==> src/rtl/sram_like_mem_responder.sv <==
// rtl/sram_like_mem_responder.sv - SRAM-like request/response slave driving a synchronous SRAM port
module sram_like_mem_responder #(
    parameter int ADDR_W  = 16,
    parameter int LATENCY = 0
) (
    input  logic              clk,
    input  logic              resetn,
    input  logic              req,
    input  logic              wr,
    input  logic [1:0]        size,
    input  logic [31:0]       addr,
    input  logic [31:0]       wdata,
    output logic              addr_ok,
    output logic              data_ok,
    output logic [31:0]       rdata,
    output logic              mem_en,
    output logic [3:0]        mem_wen,
    output logic [ADDR_W-1:0] mem_addr,
    output logic [31:0]       mem_wdata,
    input  logic [31:0]       mem_rdata
);

    typedef enum logic [1:0] {IDLE, WAIT, ACCESS, CAPTURE} state_t;

    // WAIT is entered at the handshake edge and leaves when the counter reads
    // zero, so loading LATENCY-1 yields exactly LATENCY wait cycles.
    localparam logic [2:0] WAIT_LOAD = (LATENCY > 0) ? 3'(LATENCY - 1) : 3'd0;

    state_t     state;
    logic [2:0] cnt;
    logic       lat_wr;
    logic [3:0] lat_wen;
    logic [3:0] mask;

    // Address bits above the SRAM word range are not decoded.
    logic [31-ADDR_W-2:0] unused_addr_hi;
    assign unused_addr_hi = addr[31:ADDR_W+2];

    // Only IDLE accepts a request; held low while reset is asserted.
    assign addr_ok = (state == IDLE) && resetn;

    // Byte-lane mask from size and the low address bits.
    always_comb begin
        mask = 4'b1111;
        case (size)
            2'd0:    mask = 4'b0001 << addr[1:0];
            2'd1:    mask = addr[1] ? 4'b1100 : 4'b0011;
            default: mask = 4'b1111;
        endcase
    end

    // Transaction FSM with registered SRAM strobes and response outputs.
    always_ff @(posedge clk or negedge resetn) begin
        if (!resetn) begin
            state     <= IDLE;
            cnt       <= 3'd0;
            lat_wr    <= 1'b0;
            lat_wen   <= 4'b0000;
            data_ok   <= 1'b0;
            rdata     <= 32'd0;
            mem_en    <= 1'b0;
            mem_wen   <= 4'b0000;
            mem_addr  <= '0;
            mem_wdata <= 32'd0;
        end else begin
            data_ok <= 1'b0;
            mem_en  <= 1'b0;
            mem_wen <= 4'b0000;
            case (state)
                IDLE: begin
                    if (req) begin
                        lat_wr    <= wr;
                        lat_wen   <= wr ? mask : 4'b0000;
                        mem_addr  <= addr[ADDR_W+1:2];
                        mem_wdata <= wdata;
                        if (LATENCY > 0) begin
                            state <= WAIT;
                            cnt   <= WAIT_LOAD;
                        end else begin
                            state   <= ACCESS;
                            mem_en  <= 1'b1;
                            mem_wen <= wr ? mask : 4'b0000;
                        end
                    end
                end
                WAIT: begin
                    if (cnt == 3'd0) begin
                        state   <= ACCESS;
                        mem_en  <= 1'b1;
                        mem_wen <= lat_wen;
                    end else begin
                        cnt <= cnt - 3'd1;
                    end
                end
                ACCESS: begin
                    state <= CAPTURE;
                end
                CAPTURE: begin
                    if (!lat_wr) begin
                        rdata <= mem_rdata;
                    end
                    data_ok <= 1'b1;
                    state   <= IDLE;
                end
                default: state <= IDLE;
            endcase
        end
    end

endmodule
==> config.mk <==
export PLATFORM = sky130hd
export DESIGN_NAME = sram_like_mem_responder
export DESIGN_NICKNAME = d
export VERILOG_FILES = /design/src/rtl/sram_like_mem_responder.sv
export SDC_FILE = /design/constraint.sdc
export NUM_CORES = 1
export LEC_CHECK = 0
export ABC_AREA = 1
export ABC_CLOCK_PERIOD_IN_PS = 1200
export CORE_MARGIN = 2
export CORE_UTILIZATION = 40
export DETAILED_ROUTE_END_ITERATION = 10
export PLACE_DENSITY = 0.89
export SLEW_MARGIN = 20
export SYNTH_ARGS = -nofsm -noshare
export SYNTH_HDL_FRONTEND = slang
export SYNTH_SLANG_ARGS = --single-unit
==> constraint.sdc <==
create_clock -name clk -period 1.2 [get_ports clk]
set_input_delay 0.18 -clock clk [delete_from_list [all_inputs] [get_ports clk]]
set_output_delay 0.18 -clock clk [all_outputs]
set_load 0.005 [all_outputs]
Word level (Yosys, flattened, before mapping)
Index checks and enable logic that the tools add are counted.
{"block": "word_totals", "input_bits": 102, "output_inout_bits": 87, "word_cells": 41, "reg_bits": 96}
{"block": "classes", "eq_ne": 6, "n_addsub": 1, "n_shift": 1, "mux": 13, "reduce_logical": 8, "bitwise_logic": 2}
{"operator": "$mux W4", "count": 4}
{"operator": "$pmux W4 S2", "count": 2}
{"operator": "$pmux W2 S4", "count": 1}
{"operator": "$reduce_and A2 Y1", "count": 4}
{"operator": "$eq A2 B1 Y1 const B", "count": 2}
{"operator": "$eq A2 B2 Y1 const B", "count": 2}
{"operator": "$logic_not A2 Y1", "count": 2}
{"operator": "$mux W2", "count": 2}
{"operator": "$ne A2 B2 Y1 const B", "count": 2}
{"operator": "$shl A1 B2 Y4 const A", "count": 1}
{"operator": "$logic_not A3 Y1", "count": 1}
{"operator": "$mux W1", "count": 3}
{"operator": "$sub A3 B1 Y3 const B", "count": 1}
{"operator": "$not A1 Y1", "count": 2}
{"operator": "$pmux W1 S2", "count": 1}
{"operator": "$logic_and A1 B1 Y1", "count": 1}

Longest topological paths before layout
Gate-level depths: netlist (run 1).
{"block": "logic_depth", "word_depth": 5, "ltp_mapped": 7, "mapped_depth_nobuf": 6}

Least setup slack after synthesis (run 1)
No wires, ideal clock.
{"block": "synth_timing", "path_kind": "register to register", "start": "reg state[1]", "end": "reg lat_wen[0]", "path_buffers": 2, "setup_ns": 0.118, "path_stages_with_launch": 7, "synth_period_minus_slack_ns": 1.085, "slack_ns": 0.115, "required_time_ns": 1.082, "arrival_ns": 0.967, "cell_sequence": "dfrtp_1 inv_2 nand3_2 buf_4 buf_4 nand2_1 nand2_1"}
{"block": "synth_via", "elab_chain_len": 2}
{"element": "from (decl)", "line_no": "29", "rtl": "state_t state;"}
{"element": "from (signal assigned)", "line_no": "55", "rtl": "state <= IDLE;"}
{"element": "from (signal assigned)", "line_no": "77", "rtl": "state <= WAIT;"}
{"element": "from (signal assigned)", "line_no": "80", "rtl": "state <= ACCESS;"}
{"element": "$logic_not A2 Y1", "line_no": "69", "rtl": "case (state)"}
{"element": "$reduce_and A2 Y1 (no source line)"}
{"element": "to (signal assigned)", "line_no": "73", "rtl": "lat_wen <= wr ? mask : 4'b0000;"}
{"element": "to (decl)", "line_no": "32", "rtl": "logic [3:0] lat_wen;"}
Every way passes these cells.
A chain may end at the register's enable or synchronous reset.

Worst setup path after layout (run 1)
{"block": "layout_timing", "start": "reg state[1]", "end": "reg mem_wdata[16]"}
{"block": "layout_via", "elab_chain_len": 2}
{"element": "$logic_not A2 Y1", "line_no": "69"}
{"element": "$reduce_and A2 Y1 (no source line)"}
{"element": "to (signal assigned)", "line_no": "75", "rtl": "mem_wdata <= wdata;"}
{"element": "to (decl)", "line_no": "19", "rtl": "output logic [31:0] mem_wdata,"}
Every way passes these cells.

==> results of run 1 <==
-- per-layer routing --
metal | GRT usage (%) | wire length (um)
met5 | 0 | 0
met4 | 7.69 | 301
met3 | 4.09 | 765
met2 | 39.5 | 6210
met1 | 25.8 | 4650
-- worst max-delay path by stage --
stage	end	slack, ps	depth (start not counted)
after floorplan	lat_wen[0]$_DFFE_PN0P_	120	6
after global placement	mem_wen[2]$_DFF_PN0_	-190	6
after detailed placement	mem_wen[0]$_DFF_PN0_	-240	6
after CTS	mem_wen[0]$_DFF_PN0_	-200	8
after global routing	lat_wen[2]$_DFFE_PN0P_	-200	7
final	mem_wdata[16]$_DFFE_PN0P_	-120	7
-- worst max-delay path: stages (launching register included) --
cell	delay, ps
dfrtp_1	410
buf_6	140
inv_6	50
nand3_4	140
buf_12	180
clkbuf_16	160
nand2_2	70
nand2_1	60
-- cells by family (layout without fill, tap and decap cells) --
logic type,after synthesis,count (layout),share of synthesized area [%]
fa+ha+maj,2,2,0.663
xor+xnor,1,1,0.232
simple gates,285,285,29.8
compound gates,7,7,0.929
buf+inv,33,262,4.68
flops,96,96,63.7
-- per-stage QoR --
stage	setup WS, ps	TNS, ps	cells
6_report	-122	-4320	764
5_1_grt	-198	-11340	764
2_1_floorplan	115	0	424
3_5_place_dp	-238	-11050	704
3_3_place_gp	-185	-7480	704
4_1_cts	-199	-10710	739
-- cell usage after synthesis --
library cell,count
buf_1,2
buf_2,9
buf_4,5
buf_6,3
clkbuf_1,1
dfrtp_1,96
ha_1,2
inv_1,9
inv_2,4
nand2_1,247
nand3_1,33
nand3_2,1
nor2_1,2
nor2_2,1
nor3b_1,1
o21ai_0,7
xnor2_1,1
-- cell type report --
class	instances	area [um^2]	area share [%]
Timing Repair Buffer	234	2410	35.9
Clock inverter	5	56.3	0.839
Inverter	13	63.8	0.951
Tap cell	111	139	2.07
Multi-Input combinational cell	295	1510	22.6
Sequential cell	96	2400	35.8
Clock buffer	10	128	1.90
-- timing repair --
action / CTS / global route
setup endpoints to repair: 177 / 146
buffers inserted: 13 / 26
hold endpoints to repair: 0 / 0
pin swaps: 3 / 12
resized for setup: 150 / 150
gates cloned: 7 / 1
-- report_power, final --
group | internal [W] | total, W | switching [W]
clock network | 0.000954 | 0.00201 | 0.00105
registers | 0.00470 | 0.00563 | 0.000932
logic | 0.00452 | 0.00825 | 0.00374
-- registers in the layout, summed over array words and instances (netlist names) --
name and count:
rdata 32, mem_en 1, cnt 3, data_ok 1, state 2, mem_addr 16, lat_wr 1, mem_wdata 32
mem_wen 4, lat_wen 4
==> metrics.md, run 1 <==
| Metric | Value |
|---|---|
| Outcome | `finished with violations` |
| Failing checks | `negative setup slack` |
| Hold WC Path Type | `primary input to asynchronous set/reset pin` |
| Worst setup margin | `-122 ps` |
| R2r setup slk | `-120 ps` |
| CTS clk-pin slew, worst paths | `90 ps` |
| Max IR drop VDD | `0.00118 V` |
| Initial antenna violation count | `0` |
| Synth top area cells | `dfrtp_1, nand2_1, nand3_1` |
| Die H | `101 um` |
| Worst R2R Path Depth | `7` |
| Final Util | `73.0%` |
| Routed WL per cell | `15.6 um` |
| Syn Nets | `528` |
| Crit path capture type | `flop` |
| Setup Viol. Count Final | `82` |
| Slew HR | `58.7%` |
| # fillers | `607` |
| Minimum hold slack | `49.9 ps` |
| First-pass GRT wire length | `17400 um` |
| Antenna viol nets, final | `0` |
| Clock root cell | `clkbuf_8` |
| Port bufs | `174` |
| #FFs+latches synth | `96` |
| Final nets | `753` |
| Power Total | `0.0159 W` |
| # DRC | `0` |
| Max Slew Vio Count | `0` |
| Yosys warning count | `0` |
| Vias per inst | `4.90` |
| Clock skew | `8.58 ps` |
| CP Max Fanout | `7` |
| Fmax | `756 MHz` |
| Horiz. Die Dim | `101 um` |
| Io pins | `189` |
| Crit path launch type | `flop` |
| Core Area | `9200 um^2` |
| CTS Buf Count | `9` |
| Placed instance area | `5710 um^2` |
| End of the worst register-to-register path | `mem_wdata[16]$_DFFE_PN0P_` |
| RR Startpoint | `state[1]$_DFFE_PN0P_` |
| GRT Total Usage | `21.8%` |
| Clock buffer depth | `2` |
| Most frequent cells in the layout | `nand2_1, dfrtp_1, clkdlybuf4s50_1` |
| RePlAce Congestion | `0.839` |
| Share of cells above drive strength 1 | `24.5%` |
| Row cnt | `35` |
| Area growth syn-to-layout | `78.0%` |
| WP data arrival | `1570 ps` |
| Post-synth top area share | `63.7%` |
| Worst Max-Slew Pin Slew | `620 ps` |
| Hold-fix buffers at CTS | `0` |
| Worst Setup SP | `state[1]$_DFFE_PN0P_` |
| DIE AREA | `10200 um^2` |
| Initial Util | `41.0%` |
| Distinct cells, synth | `17` |
| Critical path type | `flop to flop` |
| Largest area contributor in the synthesized netlist | `dfrtp_1` |
| Worst-skew pair later-pin latency | `340 ps` |
| Initial DRC Count | `125` |
| Largest net degree at the start of global routing | `52` |
| GRT overflow | `0` |
| Pre-antenna DRT Iters | `4` |
| Post-Syn Area | `3770 um^2` |
| Pwr dens | `2370 nW/um^2` |
| Part of the cycle the worst path needs | `110%` |
| Fin area | `6710 um^2` |
| CTS tree | `built` |
| Cells after Synth | `424` |
| Max Cap Viol | `0` |
| Post-DP HPWL | `7160 um` |
| Final WL | `11900 um` |
| Commonest non-fill, non-tap cell in the layout | `nand2_1` |
| Count of clock tree sinks | `96` |
| P_leak | `3.40 nW` |
| Via Count | `3744` |
| Seq/Total Area, Yosys | `63.7%` |
| Fin. Hold Viols | `0` |
| RSZ-0062 raised after global routing | `yes` |
| Mean Syn Cell Area | `8.89 um^2` |
| WP data required | `1440 ps` |
| Vias in the first global route | `3751` |
| ANT cells | `0` |
| H-tree Lvls | `3` |
| Crit path time final | `1320 ps` |
(Power assumes the default switching activity.)
==> inputs of run 2 (changes only) <==
Settings changed: CORE_UTILIZATION 40 to 30, CTS_CLUSTER_DIAMETER set to 150, PLACE_DENSITY 0.89 to 0.72.
==> metrics.md, run 2 (synthesis gave the netlist of run 1 again) <==
| Metric | Value |
|---|---|
| Most frequent cells in the layout | `nand2_1, dfrtp_1, clkdlybuf4s50_1` |
| Clock root cell | `clkbuf_16` |
| Horiz. Die Dim | `116 um` |
| Initial Util | `31.0%` |
| RePlAce Congestion | `0.771` |
| WP data required | `1430 ps` |
| Setup_tns | `-2280 ps` |
| CP Max Fanout | `8` |
| Failing checks | `negative setup slack` |
| Setup Viol. Count Final | `58` |
| Row cnt | `40` |
| # DRC | `0` |
| Crit path capture type | `flop` |
| Largest regs | `mem_wdata x32, rdata x32, mem_addr x16` |
| Worst Max-Slew Pin Slew | `698 ps` |
| First-pass GRT wire length | `16800 um` |
| Crit path launch type | `flop` |
| Final WL | `11800 um` |
| Pre-antenna DRT Iters | `4` |
| Clock skew | `4.99 ps` |
| Largest net degree at the start of global routing | `56` |
| Clock buffer depth | `2` |
| Post-DP HPWL | `7290 um` |
| Final nets | `755` |
| Die H | `116 um` |
| Io pins | `189` |
| Crit path time final | `1270 ps` |
| Sw frac | `33.9%` |
| Pwr dens | `2350 nW/um^2` |
| Worst setup margin | `-70.8 ps` |
| CTS tree | `built` |
| Most used cell, CP | `nand2_2` |
| Antenna viol nets, final | `0` |
| H-tree Lvls | `3` |
| # fillers | `1071` |
| Fmax | `787 MHz` |
| Vias per inst | `4.44` |
| Hold WC Path Type | `primary input to asynchronous set/reset pin` |
| Commonest non-fill, non-tap cell in the layout | `nand2_1` |
| Max Cap Viol | `0` |
| Slew HR | `53.4%` |
| GRT overflow | `0` |
| Clk pwr share | `18.0%` |
| Slowest cell on the critical path | `dfrtp_1` |
| Routed WL per cell | `14.3 um` |
| Area growth syn-to-layout | `77.7%` |
| Power Total | `0.0158 W` |
| WP data arrival | `1510 ps` |
| Share of cells above drive strength 1 | `19.4%` |
| ANT cells | `0` |
| Via Count | `3661` |
| Part of the cycle the worst path needs | `106%` |
| Worst-skew pair later-pin latency | `340 ps` |
| Placed insts | `759` |
| Hold-fix buffers at CTS | `0` |
| P_leak | `3.43 nW` |
| RSZ-0062 raised after global routing | `yes` |
| CTS Buf Count | `9` |
| Critical path cell sequence | `buf_6 > inv_4 > nand3_4 > buf_12 > clkbuf_16 > nand2_2 > nand2_2` |
| Comb pwr share | `46.8%` |
| Reg power frac | `35.1%` |
| Psw | `0.00534 W` |
| Max IR drop VDD | `0.000955 V` |
| Internal Power | `0.0104 W` |
| Max Slew Vio Count | `0` |
| DIE AREA | `13500 um^2` |
| Initial antenna violation count | `0` |
| Vias in the first global route | `3487` |
| CTS clk-pin slew, worst paths | `70 ps` |
| CP peak stage delay | `400 ps` |
| Outcome | `finished with violations` |
| Post-Layout Cell Count | `824` |
| Initial DRC Count | `116` |
| Fin. Hold Viols | `0` |
| Pre-CTS WS | `-214 ps` |
| GRT Total Usage | `16.4%` |
| Port bufs | `174` |
| Count of clock tree sinks | `96` |
| Critical path type | `flop to flop` |
| Core Area | `12200 um^2` |
-- run 2: changes by cell type in the layout (fill, tap and decap cells not counted), moves of 5 or more --
cell and change:
nand2_2 -11, nand2_1 +24, clkdlybuf4s15_1 -18, clkbuf_16 +11
clkbuf_8 -9, buf_4 +5, clkbuf_2 -8, dlygate4sd2_1 +26
nand2_4 -12
-- run 2: power groups by stage --
stage	registers (W)	logic, W	clock network, W
5_1_grt	0.00569	0.00812	0.00309
2_1_floorplan	0.00560	0.00223	0
3_3_place_gp	0.00550	0.00604	0
4_1_cts	0.00547	0.00581	0.00290
3_5_place_dp	0.00552	0.00620	0
6_report	0.00554	0.00738	0.00284
-- run 2: per-stage QoR --
stage | utilization [%] | hold slack [ps] | cell area, um^2
6_report | 55.1 | 23.7 | 6700
4_1_cts | 50.3 | 52.1 | 6120
5_1_grt | 55.1 | 69.9 | 6700
3_5_place_dp | 47.2 | 423 | 5740
2_1_floorplan | - | -116 | 3770
3_3_place_gp | 47.2 | 421 | 5740
-- run 2: final timing paths --
check | startpoint | endpoint | slack [ps] | cells after the start
worst min register to register | rdata[25]$_DFFE_PN0P_ | rdata[25]$_DFFE_PN0P_ | 460 | 2
worst min-delay path | resetn | cnt[1]$_DFFE_PN0P_ | 20 | 3
worst max-delay path | state[1]$_DFFE_PN0P_ | mem_wdata[4]$_DFFE_PN0P_ | -70 | 7
max in group asynchronous | resetn | mem_addr[14]$_DFFE_PN0P_ | 640 | 3
worst max register to register | state[1]$_DFFE_PN0P_ | mem_wdata[4]$_DFFE_PN0P_ | -70 | 7
min in group clk | addr[11] | mem_addr[9]$_DFFE_PN0P_ | 370 | 3
-- run 2: timing repair --
| action | in CTS | in global routing |
|---|---|---|
| setup endpoints to repair | 135 | 153 |
| hold endpoints to repair | 0 | 0 |
| setup buffers | 6 | 35 |
| resized for setup | 99 | 117 |
| gates cloned | 4 | 5 |
| pin swaps | 0 | 14 |
-- run 2: final cells by class --
cell class	instances	area (um^2)	area share, %
Sequential cell	96	2400	35.8
Tap cell	168	210	3.14
Clock inverter	6	70.1	1.05
Multi-Input combinational cell	295	1360	20.3
Inverter	13	58.8	0.878
Clock buffer	10	229	3.42
Timing Repair Buffer	236	2370	35.4
-- run 2: critical path: cells and delay by family (launching register included) --
kind,cells,cell delay [ps]
buffers and inverters,4,550
and+or+nand+nor,3,220
DFF,1,400
-- run 2: per-layer routing --
metal | vias up | track usage, % | wire, um
li1 | 1760 | - | -
met1 | 1738 | 19.6 | 4920
met2 | 149 | 27.5 | 5840
met3 | 14 | 5.40 | 873
met4 | 0 | 6.51 | 187
met5 | - | 0 | 0
